**src/rtl/wb_vmemem_pkg.sv**
```systemverilog
// Shared definitions for the Wishbone to VME-memory register bridge.
// Holds the bridge FSM state encoding, the timeout counter width and the
// default timeout value used by the top level and the timer.
package wb_vmemem_pkg;

    // Width of the wait counter; TIMEOUT must fit into it.
    localparam int unsigned CNT_W           = 16;
    localparam int unsigned TIMEOUT_DEFAULT = 255;

    typedef enum logic [1:0] {
        ST_IDLE    = 2'd0,
        ST_RD_WAIT = 2'd1,
        ST_WR_WAIT = 2'd2,
        ST_RESP    = 2'd3
    } state_t;

endpackage : wb_vmemem_pkg

```
**src/rtl/wb_vmemem_timer.sv**
```systemverilog
// Wait-cycle counter for the bridge.
// Ports:
//   clk, rst_n  - clock and synchronous active-low reset
//   clear_i     - reset the count to zero (start of a transfer)
//   enable_i    - count one more cycle without a matching Done
//   expired_o   - the coming enabled cycle is the TIMEOUT-th one
module wb_vmemem_timer
    import wb_vmemem_pkg::*;
#(
    parameter int unsigned TIMEOUT = TIMEOUT_DEFAULT
) (
    input  logic clk,
    input  logic rst_n,
    input  logic clear_i,
    input  logic enable_i,
    output logic expired_o
);

    // The counter holds the number of cycles already waited, so the
    // TIMEOUT-th wait cycle is the one that sees TIMEOUT-1 here.
    localparam logic [CNT_W-1:0] LIMIT = CNT_W'(TIMEOUT - 1);

    logic [CNT_W-1:0] cnt_q;
    logic [CNT_W-1:0] cnt_d;

    // Next count: clear wins over enable.
    always_comb begin
        cnt_d = cnt_q;
        if (clear_i) begin
            cnt_d = {CNT_W{1'b0}};
        end else if (enable_i) begin
            cnt_d = cnt_q + {{(CNT_W-1){1'b0}}, 1'b1};
        end else begin
            cnt_d = cnt_q;
        end
    end

    // Counter register.
    always_ff @(posedge clk) begin
        if (!rst_n) begin
            cnt_q <= {CNT_W{1'b0}};
        end else begin
            cnt_q <= cnt_d;
        end
    end

    assign expired_o = (cnt_q == LIMIT);

endmodule : wb_vmemem_timer

```
**src/rtl/wb_vmemem_bridge.sv**
```systemverilog
// Wishbone classic slave that forwards single word accesses to a VME
// register block using one-cycle Rd/Wr strobes and Done handshakes.
// Ports:
//   clk, rst_n            - clock and synchronous active-low reset
//   wb_cyc_i .. wb_dat_i  - Wishbone request
//   wb_dat_o, wb_ack_o,
//   wb_err_o              - registered Wishbone response (err = timeout)
//   VMEAddr, VMEWrData    - latched address / write data to the block
//   VMERdMem, VMEWrMem    - one-cycle access strobes
//   VMERdData, VMERdDone,
//   VMEWrDone             - completion from the block
module wb_vmemem_bridge
    import wb_vmemem_pkg::*;
#(
    parameter int unsigned ADDR_W  = 8,
    parameter int unsigned TIMEOUT = TIMEOUT_DEFAULT
) (
    input  logic              clk,
    input  logic              rst_n,
    input  logic              wb_cyc_i,
    input  logic              wb_stb_i,
    input  logic              wb_we_i,
    input  logic [ADDR_W-1:0] wb_adr_i,
    input  logic [31:0]       wb_dat_i,
    output logic [31:0]       wb_dat_o,
    output logic              wb_ack_o,
    output logic              wb_err_o,
    output logic [ADDR_W-1:0] VMEAddr,
    output logic [31:0]       VMEWrData,
    output logic              VMERdMem,
    output logic              VMEWrMem,
    input  logic [31:0]       VMERdData,
    input  logic              VMERdDone,
    input  logic              VMEWrDone
);

    state_t            state_q, state_d;
    logic [31:0]       dat_q, dat_d;
    logic [ADDR_W-1:0] addr_q, addr_d;
    logic [31:0]       wdat_q, wdat_d;
    logic              ack_q, ack_d;
    logic              err_q, err_d;
    logic              rdmem_q, rdmem_d;
    logic              wrmem_q, wrmem_d;
    logic              abort_q, abort_d;
    logic              abort_s;
    logic              tmr_clear_s;
    logic              tmr_en_s;
    logic              tmr_expired_s;

    wb_vmemem_timer #(
        .TIMEOUT (TIMEOUT)
    ) u_timer (
        .clk       (clk),
        .rst_n     (rst_n),
        .clear_i   (tmr_clear_s),
        .enable_i  (tmr_en_s),
        .expired_o (tmr_expired_s)
    );

    // A master that drops cyc in the very cycle Done arrives has
    // abandoned the transfer too, so the live cyc is folded in here.
    assign abort_s = abort_q | ~wb_cyc_i;

    // Next state and registered output values.
    always_comb begin
        state_d     = state_q;
        dat_d       = dat_q;
        addr_d      = addr_q;
        wdat_d      = wdat_q;
        ack_d       = 1'b0;
        err_d       = 1'b0;
        rdmem_d     = 1'b0;
        wrmem_d     = 1'b0;
        abort_d     = abort_q;
        tmr_clear_s = 1'b0;
        tmr_en_s    = 1'b0;
        case (state_q)
            ST_IDLE: begin
                if (wb_cyc_i && wb_stb_i) begin
                    addr_d      = wb_adr_i;
                    wdat_d      = wb_dat_i;
                    rdmem_d     = ~wb_we_i;
                    wrmem_d     = wb_we_i;
                    abort_d     = 1'b0;
                    tmr_clear_s = 1'b1;
                    state_d     = wb_we_i ? ST_WR_WAIT : ST_RD_WAIT;
                end else begin
                    state_d = ST_IDLE;
                end
            end
            ST_RD_WAIT: begin
                abort_d = abort_s;
                if (VMERdDone) begin
                    dat_d   = VMERdData;
                    ack_d   = ~abort_s;
                    state_d = ST_RESP;
                end else if (tmr_expired_s) begin
                    err_d   = ~abort_s;
                    state_d = ST_RESP;
                end else begin
                    tmr_en_s = 1'b1;
                end
            end
            ST_WR_WAIT: begin
                abort_d = abort_s;
                if (VMEWrDone) begin
                    ack_d   = ~abort_s;
                    state_d = ST_RESP;
                end else if (tmr_expired_s) begin
                    err_d   = ~abort_s;
                    state_d = ST_RESP;
                end else begin
                    tmr_en_s = 1'b1;
                end
            end
            ST_RESP: begin
                // Strobes seen here are deliberately ignored.
                state_d = ST_IDLE;
            end
            default: begin
                state_d = ST_IDLE;
            end
        endcase
    end

    // State and output registers.
    always_ff @(posedge clk) begin
        if (!rst_n) begin
            state_q <= ST_IDLE;
            dat_q   <= 32'h0000_0000;
            addr_q  <= {ADDR_W{1'b0}};
            wdat_q  <= 32'h0000_0000;
            ack_q   <= 1'b0;
            err_q   <= 1'b0;
            rdmem_q <= 1'b0;
            wrmem_q <= 1'b0;
            abort_q <= 1'b0;
        end else begin
            state_q <= state_d;
            dat_q   <= dat_d;
            addr_q  <= addr_d;
            wdat_q  <= wdat_d;
            ack_q   <= ack_d;
            err_q   <= err_d;
            rdmem_q <= rdmem_d;
            wrmem_q <= wrmem_d;
            abort_q <= abort_d;
        end
    end

    assign wb_dat_o  = dat_q;
    assign wb_ack_o  = ack_q;
    assign wb_err_o  = err_q;
    assign VMEAddr   = addr_q;
    assign VMEWrData = wdat_q;
    assign VMERdMem  = rdmem_q;
    assign VMEWrMem  = wrmem_q;

endmodule : wb_vmemem_bridge
```
**config.mk**
```make
export PLATFORM = sky130hd
export DESIGN_NAME = wb_vmemem_bridge
export DESIGN_NICKNAME = d
export VERILOG_FILES = /design/src/rtl/wb_vmemem_pkg.sv /design/src/rtl/wb_vmemem_timer.sv /design/src/rtl/wb_vmemem_bridge.sv
export SDC_FILE = /design/constraint.sdc
export NUM_CORES = 1
export LEC_CHECK = 0
export ABC_CLOCK_PERIOD_IN_PS = 4200
export CORE_MARGIN = 5
export CORE_UTILIZATION = 45
export DETAILED_ROUTE_END_ITERATION = 8
export MAX_ROUTING_LAYER = met4
export PLACE_DENSITY_LB_ADDON = 0.3
export SETUP_SLACK_MARGIN = 0.05
export SYNTH_ARGS = -nofsm -noshare
export SYNTH_HDL_FRONTEND = slang
export SYNTH_SLANG_ARGS = --single-unit
export TNS_END_PERCENT = 30
```
**constraint.sdc**
```tcl
create_clock -name clk -period 4.2 [get_ports clk]
set_clock_uncertainty 0.1 [all_clocks]
set_input_delay 0.63 -clock clk [delete_from_list [all_inputs] [get_ports clk]]
set_output_delay 0.63 -clock clk [all_outputs]
set_load 0.01 [all_outputs]
```
==> reports/summary.txt, run 1 <==
Mean post-synth cell area - 9.52 um^2
Inserted Clock Buffers - 9
Power per standard cell area - 312 nW/um^2
Worst path max stage delay - 0.62 ns
Weighted congestion at the end of routability-driven global placement - 0.817
Number of design-rule violations left by the first detailed-router iteration - 156
Number of instances in the placed design - 604
Width of the die - 98.7 um
Worst Max-Slew Pin Slew - 1.17 ns
Fraction of the yosys area taken by sequential cells - 0.537
Max VDD drop - 0.243 mV
Wire length of the first global-routing pass - 16,300 um
Final Hold Slack - 0.359 ns
Clock Power Share - 0.330
Via density per instance - 5.37
Flip-flop and latch area - 1900 um^2
Via count - 3,337
Post-Layout Inst Area - 5270 um^2
Total power consumption of the routed design - 1.65 mW
Count of distinct cell types in the synthesized netlist - 36
Die Span Y - 98.7 um
Ys Warns - 0
Cell accounting for the most synthesized area - dfxtp_1
Switching part of the total power - 0.240
Cell type of the slowest stage on the worst timing path - or4_1
CP Data Arrival Time - 2.59 ns
Most area-consuming cells after synthesis - dfxtp_1 54%, a22o_1 9.9%, nand2_1 7.7%
Worst rel slew slack - 0.220
Final nets - 597
Final critical delay including setup and external delays - 2.42 ns
Number of flip-flops and latches in the synthesized netlist - 95
Max Slew Vio Count - 0
Area occupied by multi-input gates - 1490 um^2
Critical path start-end classification - in2reg
NetSw - 0.395 mW
Number of sinks driven by the clock tree - 95
Maximum Capacitance Violations - 0
Clk_lat worst skew - 0.35 ns
Number of antenna-violating nets in the routed design - 0
Largest delay contributor family on the critical path - simple AND/OR/NAND/NOR gates
Unrepaired setup endpoints after global routing - false
Share of post-route cells with drive strength above 1 - 0.0425
Total Die Area - 9740 um^2
Global routing usage summed across all routing layers - 0.213
Buffer count from post-CTS setup fixing - 0
Area post-placement - 5100 um^2
Final Hold Violating Endpoints - 0
Hold buffers post-CTS - 0
Share of the synthesized area in the top cell type - 0.537
Number of rows created at floorplan - 32
Proportion of power drawn by flip-flops and latches - 0.566
Number of iterations in the first detailed-routing pass - 5
Required time reported for the critical path endpoint - 4.37 ns
Vias in the first global route - 3,381
Final setup viols - 0
Filler instances - 612
Peak Freq - 414 MHz
Half-perimeter wire length of the detailed placement result - 7500 um
Setup TNS - 0 ns
DRC violation count after routing - 0
Period Utilization, post-route - 0.575
Worst path setup slack after routing - 1.78 ns
Path class of the lowest-slack min-delay path - reg2reg
CTS tree - built
Setup crit end kind - register
Synth Instances - 372
Number of antenna violations at the first check in global routing - 1
Number of H-tree levels - 3
Clock-pin slew on the worst setup and hold paths - 0.09 ns
Resized Gates After CTS - 0
Mean routed wirelength per cell - 16.6 um
Worst Setup Slack post-DPL - 1.48 ns
Final instance count without filler cells - 621
Netlist area before placement - 3540 um^2
Initial core utilization - 0.460
Run status - completed
Top-Level Pins - 155
Int Power - 1.25 mW
P_leak - 1.83 nW
Total overflow reported by the global router - 0
Worst path bufs/invs - 1
Critical Path, Cell by Cell - clkdlybuf4s50_1 -> and2b_1 -> o2111ai_1 -> or4_1 -> a21oi_1
Maximum fanout count along the critical path - 12
Max Buffers Root-to-Sink - 2
Root buf cell - clkbuf_8
Final Core Density - 0.686
Share of total power in combinational logic - 0.104
Area growth from synthesis to layout - 49.0%
Detailed-route wire length - 10,300 um
Pin count of the biggest net entering global routing - 41
Category of the worst setup path launch point - input port
Core footprint - 7690 um^2
Input/output buffers - 154
Net count after synthesis - 456
## registers in the layout, summed over array words and instances, names as in the netlist
| name | flops |
|---|---|
| wb_err_o | 1 |
| abort_q | 1 |
| wb_dat_o | 32 |
| VMEWrMem | 1 |
| state_q | 2 |
| wb_ack_o | 1 |
| u_timer.cnt_q | 16 |
| VMEAddr | 8 |
| VMEWrData | 32 |
| VMERdMem | 1 |
## final timing paths
| check | startpoint | to | slack, ns | cells after the start |
|---|---|---|---|---|
| worst max-delay path | VMERdDone | u_timer.cnt_q[9]$_SDFFE_PP0P_ | 1.78 | 5 |
| worst min-delay path | wb_dat_o[20]$_SDFFE_PN0P_ | wb_dat_o[20]$_SDFFE_PN0P_ | 0.36 | 2 |
| worst min register to register | wb_dat_o[20]$_SDFFE_PN0P_ | wb_dat_o[20]$_SDFFE_PN0P_ | 0.36 | 2 |
| worst max register to register | state_q[0]$_SDFF_PN0_ | u_timer.cnt_q[9]$_SDFFE_PP0P_ | 1.97 | 6 |
## Yosys cell counts, drive strengths merged
| cell | number |
|---|---|
| buf | 9 |
| mux2i | 3 |
| a22o | 40 |
| nand2 | 73 |
| and2 | 2 |
| or4 | 5 |
| a21oi | 47 |
| inv | 6 |
| clkbuf | 17 |
| or3 | 4 |
| o2111ai | 1 |
| and3b | 1 |
| nor4 | 2 |
| nor3 | 4 |
| and3 | 3 |
| o21ai | 5 |
| and4 | 4 |
| and4b | 1 |
| dfxtp | 95 |
| o211a | 1 |
| nor4b | 2 |
| o31ai | 8 |
| a2bb2oi | 1 |
| nand4b | 1 |
| o41ai | 5 |
| nor2 | 9 |
| and2b | 2 |
| ha | 5 |
| or4b | 5 |
| nand3 | 5 |
| nand4 | 6 |
## power groups by stage
stage,Combinational (mW),Clock (mW),Sequential (mW)
after CTS,0.173,0.550,0.931
after global placement,0.169,0,0.951
after detailed placement,0.171,0,0.951
final,0.171,0.543,0.931
after floorplan,0.0385,0,0.960
after global routing,0.182,0.589,0.934
## tightest hold or removal path: cells and delay by family (launching register included)
| kind | cells | cell delay [ns] |
|---|---|---|
| flops | 1 | 0.32 |
| simple gates | 1 | 0.05 |
| compound gates | 1 | 0.05 |
## logic make-up after synthesis
| family | Yosys count | share of synthesized area |
|---|---|---|
| buf+inv | 32 | 0.0424 |
| simple gates | 129 | 0.185 |
| fa+ha+maj | 5 | 0.0177 |
| mux | 3 | 0.00848 |
| compound gates | 108 | 0.210 |
| flops | 95 | 0.537 |
## layer usage
layer	routed length [um]	up-vias	GRT usage
met5	0	-	-
met4	266	0	0.0819
met3	736	20	0.0672
met2	5080	129	0.360
met1	4210	1562	0.235
li1	-	1626	-
## placed cells by master, fill, tap and decap left out, types with 3 or more instances in the layout
cell type        count
clkbuf_8             9
nor2_1               8
or4b_1               5
and3_1               3
dfxtp_1             95
o41ai_1              5
clkinvlp_4           3
a22o_1              40
nand2_1             73
nand3_1              5
o31ai_1              8
a21oi_1             47
clkdlybuf4s50_1    154
mux2i_1              3
or3_1                4
inv_1                5
o21ai_1              4
or4_1                5
ha_1                 5
nand4_1              6
nor3_1               4
## layout make-up
class / count / area share
Sequential cell: 95 / 0.361
Timing Repair Buffer: 156 / 0.295
Multi-Input combinational cell: 245 / 0.283
Clock buffer: 10 / 0.0242
Tap cell: 102 / 0.0242
Clock inverter: 6 / 0.00854
Inverter: 6 / 0.00427
Antenna cell: 1 / 0.000474
Power figures use the tool's default switching activity.
==> inputs of run 2 (changes only) <==
--- a/config.mk
+++ b/config.mk
@@ -5,9 +5,9 @@
 export SDC_FILE = /design/constraint.sdc
 export NUM_CORES = 1
 export LEC_CHECK = 0
-export ABC_CLOCK_PERIOD_IN_PS = 4200
+export ABC_CLOCK_PERIOD_IN_PS = 2500
 export CORE_MARGIN = 5
-export CORE_UTILIZATION = 45
+export CORE_UTILIZATION = 42
 export DETAILED_ROUTE_END_ITERATION = 8
 export MAX_ROUTING_LAYER = met4
 export PLACE_DENSITY_LB_ADDON = 0.3
==> constraint.sdc (replaced) <==
create_clock -name clk -period 2.5 [get_ports clk]
set_clock_uncertainty 0.1 [all_clocks]
set_input_delay 0.375 -clock clk [delete_from_list [all_inputs] [get_ports clk]]
set_output_delay 0.375 -clock clk [all_outputs]
set_load 0.01 [all_outputs]
==> run 2 against run 1 <==
Core utilization shrank 3.7 points. Critical path type is now reg2reg. Sequential share of layout area is 0.41 points lower. Highest routed layer unchanged. Critical path depth rose by 1. Register-to-register slack worse by 1.5 ns. Worst hold slack improved by 0.0011 ns. First-iteration DRC count increased by 3.2%. Sequential cell count is the same. Final cell count is 1.1% higher.
==> reports/summary.txt, run 2 (synthesis gave the netlist of run 1 again) <==
Die Span Y - 102 um (+3.2%)
Worst path bufs/invs - 1 (unchanged)
Run status - completed
Resized Gates After CTS - 0 (unchanged)
Total length of routed met3 wires - 880 um (+20%)
Initial core utilization - 0.431 (-0.0297)
Unrepaired setup endpoints after global routing - false
Max Buffers Root-to-Sink - 2 (unchanged)
Setup crit end kind - register
Final Hold Violating Endpoints - 0 (unchanged)
Peak Freq - 498 MHz
Clock-pin slew on the worst setup and hold paths - 0.09 ns (about the same)
Number of antenna-violating nets in the routed design - 0 (unchanged)
Number of sinks driven by the clock tree - 95 (unchanged)
Topmost layer with routed signal wires - met4
Number of design-rule violations left by the first detailed-router iteration - 161 (+3.2%)
Setup TNS - 0 ns (unchanged)
Global routing usage summed across all routing layers - 0.193 (-0.0206)
Worst Max-Slew Pin Slew - 0.457 ns (-0.714 ns)
Hold buffers post-CTS - 0 (unchanged)
Category of the worst setup path launch point - register
Largest delay contributor family on the critical path - simple AND/OR/NAND/NOR gates
Total overflow reported by the global router - 0 (unchanged)
Worst rel slew slack - 0.695 (+0.475)
Worst path max stage delay - 0.50 ns (-0.12 ns)
Number of antenna violations at the first check in global routing - 0 (-1)
Max VDD drop - 0.341 mV (+40%)
Wire length of the first global-routing pass - 15,200 um (-6.7%)
Mean routed wirelength per cell - 15.6 um (-5.7%)
Via count - 3,363 (+0.78%)
DRC violation count after routing - 0 (unchanged)
Final Hold Slack - 0.360 ns (+0.00106 ns)
Input/output buffers - 154 (unchanged)
Antenna cells - 0 (-1)
Top library cells by usage in the layout, fill and taps aside - 154 x clkdlybuf4s50_1, 95 x dfxtp_1, 73 x nand2_1, 47 x a21oi_1, 40 x a22o_1
Commonest non-fill, non-tap cell in the layout - clkdlybuf4s50_1
Half-perimeter wire length of the detailed placement result - 7040 um (-6.1%)
P_leak - 1.86 nW (+1.6%)
Required time reported for the critical path endpoint - 2.68 ns (-1.69 ns)
Root buf cell - clkbuf_8
Total Die Area - 10,400 um^2 (+6.4%)
Final instance count without filler cells - 628 (+1.1%)
CTS tree - built
Path class of the lowest-slack min-delay path - reg2reg
Critical path start-end classification - reg2reg
Core footprint - 8220 um^2 (+6.9%)
Cell type of the slowest stage on the worst timing path - or4_1
Area growth from synthesis to layout - 50.7%
Vias in the first global route - 3,252 (-3.8%)
Number of H-tree levels - 3 (unchanged)
Power per standard cell area - 524 nW/um^2 (+68%)
Detailed-route wire length - 9810 um (-4.7%)
Clk_lat worst skew - 0.36 ns (about the same)
Post-Layout Inst Area - 5330 um^2 (+1.1%)
Width of the die - 102 um (+3.2%)
Area post-placement - 5150 um^2 (+1.1%)
Max Slew Vio Count - 0 (unchanged)
Maximum fanout count along the critical path - 29 (+17)
M1 WL - 4180 um (-0.78%)
Inserted Clock Buffers - 9 (unchanged)
Number of instances in the placed design - 612 (+1.3%)
Top-Level Pins - 155 (unchanged)
Buffer count from post-CTS setup fixing - 0 (unchanged)
Maximum Capacitance Violations - 0 (unchanged)
Number of iterations in the first detailed-routing pass - 4 (-1)
Pin count of the biggest net entering global routing - 44 (+7.3%)
Via density per instance - 5.36 (-0.34%)
CP Data Arrival Time - 2.19 ns (-0.40 ns)
Met2 Routed Length - 4500 um (-12%)
Final critical delay including setup and external delays - 2.01 ns
Final nets - 602 (+0.84%)
Critical Path, Cell by Cell - inv_1 -> ha_1 -> and3b_1 -> and4_4 -> or4_1 -> a21oi_1
Share of post-route cells with drive strength above 1 - 0.0516 (+0.00915)
Final Core Density - 0.649 (-0.0369)
Final setup viols - 0 (unchanged)
Weighted congestion at the end of routability-driven global placement - 0.849 (+4.0%)
Number of rows created at floorplan - 33 (+3.1%)
Period Utilization, post-route - 0.803
-- run 2: area by class of cell --
class / instances / area (um^2)
clock buffers: 11 / 141
clock inverters: 5 / 40.0
fillers: 647 / 2880
inverters: 6 / 22.5
multi-input cells: 245 / 1490
flip-flops and latches: 95 / 1900
well taps: 105 / 131
repair buffers: 161 / 1610
-- run 2: per-layer routing --
layer,track usage,up-vias
met2,0.293,135
met4,0.0930,0
met5,-,-
li1,-,1643
met3,0.0675,21
met1,0.227,1564
-- run 2: path summary, 6_finish.rpt --
path                                                    start                            end  slack, ns  cells past startpoint
worst min-delay path                wb_dat_o[16]$_SDFFE_PN0P_      wb_dat_o[16]$_SDFFE_PN0P_       0.36                      2
worst max-delay path            u_timer.cnt_q[0]$_SDFFE_PP0P_  u_timer.cnt_q[3]$_SDFFE_PP0P_       0.49                      6
worst max register to register  u_timer.cnt_q[0]$_SDFFE_PP0P_  u_timer.cnt_q[3]$_SDFFE_PP0P_       0.49                      6
worst min register to register      wb_dat_o[16]$_SDFFE_PN0P_      wb_dat_o[16]$_SDFFE_PN0P_       0.36                      2
-- run 2: worst register-to-register path, delay by kind of cell, from the launching register on --
family	cells	cell delay [ns]
and+or+nand+nor	3	0.98
buffers and inverters	1	0.06
adders and majority gates	1	0.20
AOI/OAI and AO/OA	1	0.21
DFF	1	0.39
-- run 2: metrics by stage --
| stage | setup WS [ns] | power (mW) |
|---|---|---|
| 2_1_floorplan | 0.655 | 1.68 |
| 3_3_place_gp | 0.279 | 1.89 |
| 3_5_place_dp | 0.214 | 1.89 |
| 4_1_cts | 0.491 | 2.82 |
| 5_1_grt | 0.372 | 2.91 |
| 6_report | 0.491 | 2.80 |
-- run 2: where the power goes --
group          leakage [nW]  internal, mW  switching (mW)
combinational          1.01         0.192          0.0991
clock                0.0826         0.396           0.546
sequential            0.770          1.55          0.0178
total                  1.86          2.13           0.663
==> patch, RTL diff (settings of run 2) <==
Put one more register stage on the output `wb_err_o`, cleared by the reset. The value now appears one clock later. The other outputs are not delayed to match. Comments in the files are not updated.
--- a/src/rtl/wb_vmemem_bridge.sv
+++ b/src/rtl/wb_vmemem_bridge.sv
@@ -151,7 +151,13 @@
 
     assign wb_dat_o  = dat_q;
     assign wb_ack_o  = ack_q;
-    assign wb_err_o  = err_q;
+    always_ff @(posedge clk) begin
+        if (!rst_n) begin
+            wb_err_o <= '0;
+        end else begin
+            wb_err_o <= err_q;
+        end
+    end
     assign VMEAddr   = addr_q;
     assign VMEWrData = wdat_q;
     assign VMERdMem  = rdmem_q;
Check against the original RTL: no difference found for any inputs over 10 cycles, from zero or initial values and one cycle with rst_n low; that may be too few to reach the edited logic, so the function may still have changed.
==> patch against run 2 <==
Die area is essentially flat; design area rose by 1.5%; maximum frequency fell by 6.1%; routed wire length is 3.0% lower; worst setup slack got worse by 0.13 ns; synthesized area down 0.11%; clock power increased by 24%; total power grew 11%; sequential cell count increased by 1; final cell count is 0.16% higher; sequential share of layout area decreased by 0.17 points; via count decreased by 3.7%; critical path type unchanged; largest cell class unchanged; highest routed layer unchanged.
==> patch: results (changes against run 2) <==
Run status
The flow ran to the end, and the final reports show no timing, DRC or antenna violations.

Placed design
The pre-CTS worst setup slack is 0.138 ns (-0.0764 ns). The routability congestion estimate from global placement came to 0.822 (-3.2%). The number of placed cells counting well taps is 613 (+0.16%). The estimated wirelength of the detail-placed design is 6.95 mm (-1.2%).

The total cell area at the placement stage was 5180 um^2 (+0.46%).

Global routing
The global-route total usage across every layer is 19.0% (-0.24 points). The met2 track demand over resource came to 29.7% (+0.40 points). The met1 track demand over resource in global routing is 23.7% (+0.94 points). The first-pass GRT wire length is 15.2 mm (-0.41%). The met3 demand-to-capacity share in global routing came to 5.30% (-1.4 points).

Synthesis
The adder and majority gate portion of the synthesized area is 1.77% (+0.0019 points). The fraction of the mapped netlist area in compound gates came to 21.9% (+0.91 points). By area the synthesized netlist is led by sky130_fd_sc_hd__dfxtp_1, sky130_fd_sc_hd__a22o_1, sky130_fd_sc_hd__nand2_1. By count the netlist is led by sky130_fd_sc_hd__dfxtp_1, sky130_fd_sc_hd__nand2_1, sky130_fd_sc_hd__a21oi_1. The distinct cell type count of the synthesized netlist is 44 (+22%). The fraction of synthesized area in multiplexers was 0.283% (-0.57 points).

Power
The worst vdd rail ir drop is 0.372 mV (+9.3%). The leakage power total is 1.89 nW (+1.3%). The power density normalized to cell area is 573 nW/um^2 (+9.2%). The internal power of the cells was 2.38 mW (+11%).

The power drawn by the combinational cells is 0.342 mW (+18%). The share of power burned in the clock network is 37.6% (+3.9 points).

Route
The sum of met2 wire segment lengths after detailed routing is 4.36 mm (-3.1%). The DRC violation total after the first TritonRoute iteration came to 83 (-48%). The detailed-route via count is 3237 (-3.7%).

The via count normalized by instance count is 5.15 (-3.9%). The total wirelength of the detailed-routed design was 9.52 mm (-3.0%). The routed length on met3 is 959 um (+9.0%).

Min path
The destination of the worst hold path is wb_err_o. The worst hold path stage count is 1 (-1). The startpoint identified for the worst hold timing path is err_q.

Worst setup path
The register-to-register path setup slack came to 0.36 ns (-0.13 ns). The startpoint of the worst-slack reg-to-reg timing path is u_timer.cnt_q[10]. The worst stage delay on the critical path was 0.67 ns (+0.17 ns). The number of cells traversed by the worst register-to-register path is 4 (-2). The origin of the worst setup path is u_timer.cnt_q[10]. The arrival time at the worst endpoint is 2.33 ns (+0.14 ns). The biggest fanout along the worst timing path is 15 (-48%).

The slowest stage of the critical path is the sky130_fd_sc_hd__nor4_4 cell.

STA
The portion of the clock cycle consumed by the worst path in the final layout came to 85.6% (+5.2 points). The slew at the pin with the worst max-slew slack is 0.714 ns (+0.257 ns). The final hold slack is 0.351 ns (-0.00932 ns).

Final layout
The number of nets in the final layout is 603 (+0.17%).
## patch: changes by cell type after synthesis, moves of 4 or more
cell | run 2 | this run
sky130_fd_sc_hd__o41ai_1 | 5 | 0
sky130_fd_sc_hd__or4b_1 | 5 | 0
sky130_fd_sc_hd__buf_1 | 5 | 0
sky130_fd_sc_hd__o21ai_1 | 4 | 0
sky130_fd_sc_hd__nand4_1 | 6 | 1
## patch: area by class of cell
type | count | area [um^2]
Sequential cell | 96 | 1920
Clock buffer | 9 | 124
Tap cell | 105 | 131
Fill cell | 652 | 2800
Timing Repair Buffer | 160 | 1610
Clock inverter | 7 | 115
Multi-Input combinational cell | 243 | 1480
Inverter | 9 | 33.8
## patch: logic make-up (layout without fill, tap and decap cells)
group	count (synthesis)	in the layout
simple gates	125	125
compound gates	112	112
flops	96	96
buf+inv	33	185
fa+ha+maj	5	5
mux	1	1
